**src/rtl/uart_tx_param.sv**
```systemverilog
// uart_tx_param: FIFO-buffered UART transmitter with configurable data width, parity and stop bits
module uart_tx_param #(
  parameter int CLK_FREQ   = 50_000_000,
  parameter int BAUD_RATE  = 115200,
  parameter int DATA_BITS  = 8,
  parameter int PARITY     = 1,
  parameter int STOP_BITS  = 1,
  parameter int FIFO_DEPTH = 4
) (
  input  logic                          clk,
  input  logic                          reset,
  input  logic                          s_valid,
  input  logic [DATA_BITS-1:0]          s_data,
  output logic                          s_ready,
  output logic                          tx_out,
  output logic                          tx_busy,
  output logic                          tx_done,
  output logic [$clog2(FIFO_DEPTH):0]   fifo_count
);
  localparam int TICKS = CLK_FREQ / BAUD_RATE;
  localparam int TW    = $clog2(TICKS);
  localparam int PW    = $clog2(FIFO_DEPTH);
  typedef enum logic [2:0] {IDLE, START, DATA, PAR, STOP} state_t;
  state_t               state_q, state_d;
  logic [TW-1:0]        timer_q, timer_d;
  logic [3:0]           cnt_q, cnt_d;
  logic [DATA_BITS-1:0] sh_q, sh_d, head;
  logic                 par_q, par_d, tx_q, tx_d, done_q, done_d;
  logic [PW-1:0]        wp_q, wp_d, rp_q, rp_d;
  logic [PW:0]          count_q, count_d;
  logic [DATA_BITS-1:0] mem_q [FIFO_DEPTH];
  logic                 push, pop, tick_end;
  assign s_ready    = int'(count_q) < FIFO_DEPTH;
  assign push       = s_valid && s_ready;
  assign head       = mem_q[rp_q];
  assign tick_end   = timer_q == TW'(TICKS - 1);
  assign tx_out     = tx_q;
  assign tx_busy    = state_q != IDLE;
  assign tx_done    = done_q;
  assign fifo_count = count_q;
  always_comb begin
    state_d = state_q;
    timer_d = tick_end ? '0 : timer_q + 1'b1;
    cnt_d   = cnt_q;
    sh_d    = sh_q;
    par_d   = par_q;
    tx_d    = tx_q;
    done_d  = 1'b0;
    pop     = 1'b0;
    case (state_q)
      IDLE: begin
        timer_d = '0;
        pop     = count_q != '0;
      end
      START: if (tick_end) begin
        state_d = DATA;
        tx_d    = sh_q[0];
        cnt_d   = '0;
      end
      DATA: if (tick_end) begin
        if (cnt_q == 4'(DATA_BITS - 1)) begin
          state_d = (PARITY != 0) ? PAR : STOP;
          tx_d    = (PARITY != 0) ? par_q : 1'b1;
          cnt_d   = '0;
        end else begin
          sh_d  = sh_q >> 1;
          tx_d  = sh_q[1];
          cnt_d = cnt_q + 1'b1;
        end
      end
      PAR: if (tick_end) begin
        state_d = STOP;
        tx_d    = 1'b1;
      end
      STOP: if (tick_end) begin
        if (cnt_q == 4'(STOP_BITS - 1)) begin
          done_d  = 1'b1;
          pop     = count_q != '0;
          state_d = IDLE;
          tx_d    = 1'b1;
          cnt_d   = '0;
        end else begin
          cnt_d = cnt_q + 1'b1;
        end
      end
      default: state_d = IDLE;
    endcase
    // a pop always starts a new frame, whether from IDLE or straight out of STOP
    if (pop) begin
      state_d = START;
      sh_d    = head;
      par_d   = (PARITY == 2) ? ~^head : ^head;
      tx_d    = 1'b0;
      timer_d = '0;
    end
  end
  assign wp_d    = push ? wp_q + 1'b1 : wp_q;
  assign rp_d    = pop ? rp_q + 1'b1 : rp_q;
  assign count_d = count_q + {{PW{1'b0}}, push} - {{PW{1'b0}}, pop};
  always_ff @(posedge clk or negedge reset) begin
    if (!reset) begin
      state_q <= IDLE;
      timer_q <= '0;
      cnt_q   <= '0;
      sh_q    <= '0;
      par_q   <= 1'b0;
      tx_q    <= 1'b1;
      done_q  <= 1'b0;
      wp_q    <= '0;
      rp_q    <= '0;
      count_q <= '0;
    end else begin
      state_q <= state_d;
      timer_q <= timer_d;
      cnt_q   <= cnt_d;
      sh_q    <= sh_d;
      par_q   <= par_d;
      tx_q    <= tx_d;
      done_q  <= done_d;
      wp_q    <= wp_d;
      rp_q    <= rp_d;
      count_q <= count_d;
    end
  end
  always_ff @(posedge clk) begin
    if (push) mem_q[wp_q] <= s_data;
  end
endmodule

```
**config.mk**
```make
export PLATFORM = sky130hd
export DESIGN_NAME = uart_tx_param
export DESIGN_NICKNAME = d
export VERILOG_FILES = /design/src/rtl/uart_tx_param.sv
export SDC_FILE = /design/constraint.sdc
export NUM_CORES = 1
export LEC_CHECK = 0
export ABC_AREA = 0
export BUFFER_PORTS_ARGS = -buffer_cell sky130_fd_sc_hd__buf_2
export CAP_MARGIN = 20
export CELL_PAD_IN_SITES_DETAIL_PLACEMENT = 1
export CELL_PAD_IN_SITES_GLOBAL_PLACEMENT = 2
export CORE_MARGIN = 1
export CORE_UTILIZATION = 45
export CTS_CLUSTER_SIZE = 20
export DETAILED_ROUTE_END_ITERATION = 12
export GPL_ROUTABILITY_DRIVEN = 1
export PLACE_DENSITY = 0.84
export SLEW_MARGIN = 10
export SYNTH_ARGS = -nofsm -noshare
export SYNTH_HDL_FRONTEND = slang
export SYNTH_SLANG_ARGS = --single-unit
```
**constraint.sdc**
```tcl
create_clock -name clk -period 4.8 [get_ports clk]
set_input_delay 0.24 -clock clk [delete_from_list [all_inputs] [get_ports clk]]
set_output_delay 0.24 -clock clk [all_outputs]
set_load 0.1 [all_outputs]
```
==> results_dict.tcl, run 1 <==
set metrics [dict create \
    pin_count 18 \
    hold_depth 1 \
    clock_path_buffers 2 \
    critPathKind "reg -> reg" \
    synth_ff_type "dfrtp_1" \
    start_util_pct 47.54 \
    core_sq_um 6459 \
    min_path_type "in -> reg" \
    synth_cell_types 43 \
    critPathMaxFanout 25 \
    total_power_uw 1973 \
    reg2reg_depth 11 \
    routedWlPerCell_um 16.80 \
    port_buffers 17 \
    maxCapViolations 0 \
    grt_max_degree 35 \
    final_nets 281 \
    fmax_mhz 329.2 \
    final_cell_mix "dfrtp_1, edfxtp_1, nor2_1" \
    postCtsSetupBuffers 0 \
    leakage_uw 0.001409 \
    maxSlewViolCount 0 \
    worst_setup_path_end_kind "flip-flop" \
    vias 1826 \
    antenna_found_initial 0 \
    gp_congestion 0.7446 \
    area_growth_pct 11.21 \
    relSlewSlack_pct 33.50 \
    ys_ff_latch 66 \
    period_needed_ps 3038 \
    cts.clk_slew.worst_paths_ps 80 \
    rows 29 \
    cts_buffers 9 \
    start_kind "flip-flop" \
    reg2reg_setup_slack_ps 1760 \
    clk_latency_ps 340 \
    ys_seq_area_share_pct 59.05 \
    hold_violations 0 \
    cts_max_level 3 \
    worstMarginPinSlew_ps 997.3 \
    setup_viol 0 \
    dieArea_sq_um 7157 \
    die_w_um 84.60 \
    critPathRequiredTime_ps 5060 \
    placed_cell_area_sq_um 3203 \
    fin_skew_ps 6.380 \
    wl_um 5747 \
    worstReg2RegStart "cnt_q[0]$_DFFE_PN0P_" \
    first_pass_iters 4 \
    grt_usage_pct 18.86 \
    fin_util_pct 52.87 \
    status "finished, final reports clean" \
    diodes 0 \
    tns_ps 0 \
    die_y_um 84.60 \
    synth-async-reset-ratio_pct 51.52 \
    place_hpwl_um 4119 \
    grt_pass1_vias 1903 \
    layout-drive-gt1-share_pct 18.11 \
    cts_sinks 66 \
    power_density_nw_per_um2 577.7 \
    peakVddDrop_uv 305.9 \
    fin_area_sq_um 3415 \
    cts_tree "yes" \
    rsz0062_at_grt "false" \
    grt_pass1_wl_um 9963 \
    synth_nets 260 \
    root_buffer "clkbuf_8" \
    crit_arrival_ps 3300 \
    drt_drc_violations_left 0 \
    syn_area_sq_um 3070 \
    hold_path_startpoint "s_data[5]" \
    avgSynthCellArea_sq_um 12.85 \
    routed_via_density 5.339 \
    ant_nets 0 \
    synth_cells 239 \
    place_inst 325 \
    grt-ovfl-total 0 \
    post-route-period-util_pct 63.28 \
    r2r_end "fifo_count[2]$_DFF_PN0_" \
    final_common_cell "dfrtp_1" \
    min_to "mem_q[3][5]$_DFFE_PP_" \
    stdcell_count 342 \
    drt_iter0_markers 92 \
    ys.warnings.count 0 \
    synth_edf_count 32 \
]
## how the worst max path moves through the flow
| stage | from | to | slack [ps] | cells past startpoint |
|---|---|---|---|---|
| 3_5_place_dp | cnt_q[0]$_DFFE_PN0P_ | fifo_count[2]$_DFF_PN0_ | 1790 | 11 |
| 2_1_floorplan | fifo_count[1]$_DFF_PN0_ | fifo_count[2]$_DFF_PN0_ | 1990 | 10 |
| 6_report | cnt_q[0]$_DFFE_PN0P_ | fifo_count[2]$_DFF_PN0_ | 1760 | 11 |
| 3_3_place_gp | cnt_q[0]$_DFFE_PN0P_ | fifo_count[2]$_DFF_PN0_ | 1940 | 11 |
| 4_1_cts | cnt_q[0]$_DFFE_PN0P_ | fifo_count[2]$_DFF_PN0_ | 1750 | 11 |
| 5_1_grt | cnt_q[0]$_DFFE_PN0P_ | fifo_count[2]$_DFF_PN0_ | 1500 | 11 |
## state kept, by name (all words and copies together), names as in the netlist
register / cells
sh_q: 8
tx_done: 1
timer_q: 9
cnt_q: 4
par_q: 1
fifo_count: 3
mem_q: 32
wp_q: 2
tx_out: 1
rp_q: 2
state_q: 3
## layer usage
metal | GRT usage, % | share of wire [%] | routed length (um) | vias up
met3 | 5.900 | 3.1 | 177 | 5
met2 | 28.23 | 49 | 2829 | 23
met4 | 7.396 | 1.1 | 63 | 0
li1 | - | - | - | 888
met1 | 25.82 | 47 | 2676 | 910
met5 | 0 | 0 | 0 | -
## through the flow
| step | worst slack, ps | hold slack [ps] |
|---|---|---|
| after CTS | 1746 | 101.2 |
| after floorplan | 1986 | -55.59 |
| after global placement | 1944 | 361.7 |
| after detailed placement | 1787 | 359.0 |
| after global routing | 1497 | 99.53 |
| final | 1762 | 115.4 |
## cells by family after synthesis
logic type                 after synthesis  share of synthesized area [%]
muxes                                   18                          9.169
AOI/OAI and AO/OA                       29                          5.827
and+or+nand+nor                         70                          11.53
buffers and inverters                   23                          3.545
xor gates and xnor gates                23                          6.561
adders and majority gates               10                          4.320
DFF                                     66                          59.05
## where the power goes
group / leakage (uW) / internal [uW] / switching, uW
clock: 0.000100 / 244 / 230
combinational: 0.000601 / 268 / 367
sequential: 0.000708 / 729 / 133
## Yosys cell counts (2+ instances only)
library cell	n	share of area (%)
dfrtp_1	33	27
edfxtp_1	32	31
nor2_1	24	2.9
xnor2_1	16	4.6
inv_1	15	1.8
nand2_1	12	1.5
a21oi_1	10	1.6
ha_1	9	3.7
mux2i_1	9	2.9
mux4_2	8	5.9
and2_1	7	1.4
xor2_1	7	2.0
o21ai_0	6	0.98
nand3_1	5	0.81
nor3_1	5	0.81
buf_2	4	0.65
nor2b_1	3	0.61
clkbuf_1	2	0.24
nand4_1	2	0.41
nand4b_1	2	0.57
nor3b_1	2	0.49
o21a_1	2	0.49
o21ai_1	2	0.33
o31ai_1	2	0.49
or3b_2	2	0.57
## layout make-up
class / instances / area, sq um
clock buffer: 9 / 123.9
clock inverter: 7 / 77.57
fill: 681 / 3044
inverter: 15 / 56.30
multi-input combinational: 150 / 1152
sequential: 66 / 1813
tap: 77 / 96.34
timing repair buffer: 18 / 95.09
## worst max-delay path: stages (launching register included)
cell and delay (ps):
dfrtp_1 430, inv_1 70, ha_1 130, or3b_2 500, nor3_1 230, o21ai_2 330
xnor2_1 340, ha_1 190, inv_1 50, fa_1 370, xnor2_1 190, xnor2_1 140
## timing repair
item / CTS / global route
gates resized for setup: 0 / 0
hold endpoints to repair: 33 / 0
hold buffers: 1 / 0
(Power assumes the default switching activity.)
==> run 2, diff against run 1 <==
--- a/config.mk
+++ b/config.mk
@@ -11,11 +11,11 @@
 export CELL_PAD_IN_SITES_DETAIL_PLACEMENT = 1
 export CELL_PAD_IN_SITES_GLOBAL_PLACEMENT = 2
 export CORE_MARGIN = 1
-export CORE_UTILIZATION = 45
+export CORE_UTILIZATION = 42
 export CTS_CLUSTER_SIZE = 20
 export DETAILED_ROUTE_END_ITERATION = 12
 export GPL_ROUTABILITY_DRIVEN = 1
-export PLACE_DENSITY = 0.84
+export PLACE_DENSITY = 0.79
 export SLEW_MARGIN = 10
 export SYNTH_ARGS = -nofsm -noshare
 export SYNTH_HDL_FRONTEND = slang
==> constraint.sdc (replaced) <==
create_clock -name clk -period 2.9 [get_ports clk]
set_input_delay 0.145 -clock clk [delete_from_list [all_inputs] [get_ports clk]]
set_output_delay 0.145 -clock clk [all_outputs]
set_load 0.1 [all_outputs]
==> results_dict.tcl, run 2 (same netlist as run 1, synthesis figures left out) <==
set metrics [dict create \
    cts_max_level 3 \
    grtUsageMet1_pct 23.90 \
    routedWlPerCell_um 15.44 \
    fin_util_pct 50.90 \
    grt_busiest_layer "met2" \
    critPathRequiredTime_ps 3170 \
    fillers 720 \
    routed_via_density 4.973 \
    largest_register_ffs 32 \
    crit_start "cnt_q[0]$_DFFE_PN0P_" \
    layout-drive-gt1-share_pct 18.55 \
    cts_tree "yes" \
    port_buffers 17 \
    start_kind "flip-flop" \
    first_pass_iters 4 \
    ant_nets 0 \
    final_cell_mix "dfrtp_1, edfxtp_1, nor2_1" \
    grt_max_degree 35 \
    core_sq_um 6944 \
    status "finished, final reports clean" \
    rsz0062_at_grt "false" \
    drt_drc_violations_left 0 \
    critPathMaxFanout 5 \
    grt_usage_pct 17.70 \
    maxCapViolations 0 \
    cts.clk_slew.worst_paths_ps 80 \
    diodes 0 \
    leakage_uw 0.001453 \
    area_growth_pct 15.12 \
    power_density_nw_per_um2 934.0 \
    critPathKind "reg -> reg" \
    relSlewSlack_pct 49.44 \
    die_y_um 87.50 \
    worstReg2RegStart "cnt_q[0]$_DFFE_PN0P_" \
    dieArea_sq_um 7656 \
    pin_count 18 \
    final_nets 291 \
    final_common_cell "dfrtp_1" \
    clock_path_buffers 2 \
    place_hpwl_um 3989 \
    die_w_um 87.50 \
    met2_usage_pct 26.14 \
    vias 1845 \
    gp_congestion 0.7312 \
    start_util_pct 44.22 \
    grt_use_met3_pct 5.118 \
    postCtsSetupBuffers 0 \
    setup_viol 0 \
    hold_violations 0 \
    peakVddDrop_uv 569.5 \
    antenna_found_initial 0 \
    placed_cell_area_sq_um 3249 \
    post-route-period-util_pct 90.06 \
    clk_latency_ps 350 \
    reg_top3 "mem_q (32), timer_q (9), sh_q (8)" \
    min_path_type "in -> reg" \
    fmax_mhz 382.9 \
    maxSlewViolCount 0 \
    root_buffer "clkbuf_8" \
    worst_setup_path_end_kind "flip-flop" \
    hold_ws_ps 26.28 \
    cts_buffers 9 \
    tns_ps 0 \
    largest_register "mem_q" \
    wl_um 5729 \
    grt-ovfl-total 0 \
    cts_sinks 66 \
    grt_pass1_vias 1900 \
    grt_pass1_wl_um 9618 \
    rows 30 \
    period_needed_ps 2612 \
    fin_skew_ps 5.283 \
    crit_arrival_ps 2880 \
    fin_area_sq_um 3535 \
    drt_iter0_markers 69 \
    hold_path_startpoint "s_data[0]" \
    worstMarginPinSlew_ps 758.4 \
]
-- run 2: cell types whose count changed in the layout (fill, tap and decap cells not counted) --
| cell | delta |
|---|---|
| inv_6 | +3 |
| clkinv_4 | -2 |
| clkinv_2 | -1 |
| dlygate4sd3_1 | +7 |
| buf_4 | +3 |
-- run 2: worst paths after layout --
kind                       slack (ps)                      end  cells after the start
min in group asynchronous         400     cnt_q[2]$_DFFE_PN0P_                      2
max in group asynchronous        2010      sh_q[3]$_DFFE_PN0P_                      2
setup reg to reg                  290  fifo_count[2]$_DFF_PN0_                     11
hold reg to reg                   490        par_q$_DFFE_PN0P_                      2
hold / removal                     30    mem_q[2][0]$_DFFE_PP_                      1
setup / recovery                  290  fifo_count[2]$_DFF_PN0_                     11
-- run 2: critical path, stage by stage (launching register included) --
cell and delay, ps:
dfrtp_1 420, inv_1 80, ha_1 130, or3b_2 500, nor3_1 200, o21ai_2 100
xnor2_1 180, ha_1 170, inv_1 40, fa_1 370, xnor2_1 190, xnor2_1 160
-- run 2: per-layer routing --
layer  vias up  routed length [um]
li1        907                   -
met1       907                2879
met2        22                2549
met3         9                 170
met4         0                 129
met5         -                   0
-- run 2: where the power goes --
| group | internal, uW | switching [uW] | total [uW] |
|---|---|---|---|
| Clock | 412 | 396 | 808 |
| Sequential | 1210 | 220 | 1430 |
| Combinational | 453 | 613 | 1070 |
| Total | 2070 | 1230 | 3300 |
-- run 2: stage by stage --
step | setup WS [ps] | instances | total power [uW]
6_report | 288.3 | 371 | 3302
3_3_place_gp | 379.5 | 347 | 2492
2_1_floorplan | 86.32 | 239 | 2296
4_1_cts | 274.1 | 371 | 3367
3_5_place_dp | 299.5 | 347 | 2538
5_1_grt | 111.8 | 371 | 3526
-- run 2: repair_timing --
item	CTS	global route
endpoints found under the hold margin	61	0
gates resized for setup	0	0
hold buffers	8	0
-- run 2: cell type report --
cell class / count / area [sq um] / share of cell area, %
clock buffers: 9 / 123.9 / 3.504
clock inverters: 7 / 81.33 / 2.301
inverters: 15 / 56.30 / 1.593
multi-input cells: 150 / 1152 / 32.60
flip-flops and latches: 66 / 1813 / 51.29
well taps: 96 / 120.1 / 3.398
repair buffers: 28 / 187.7 / 5.310
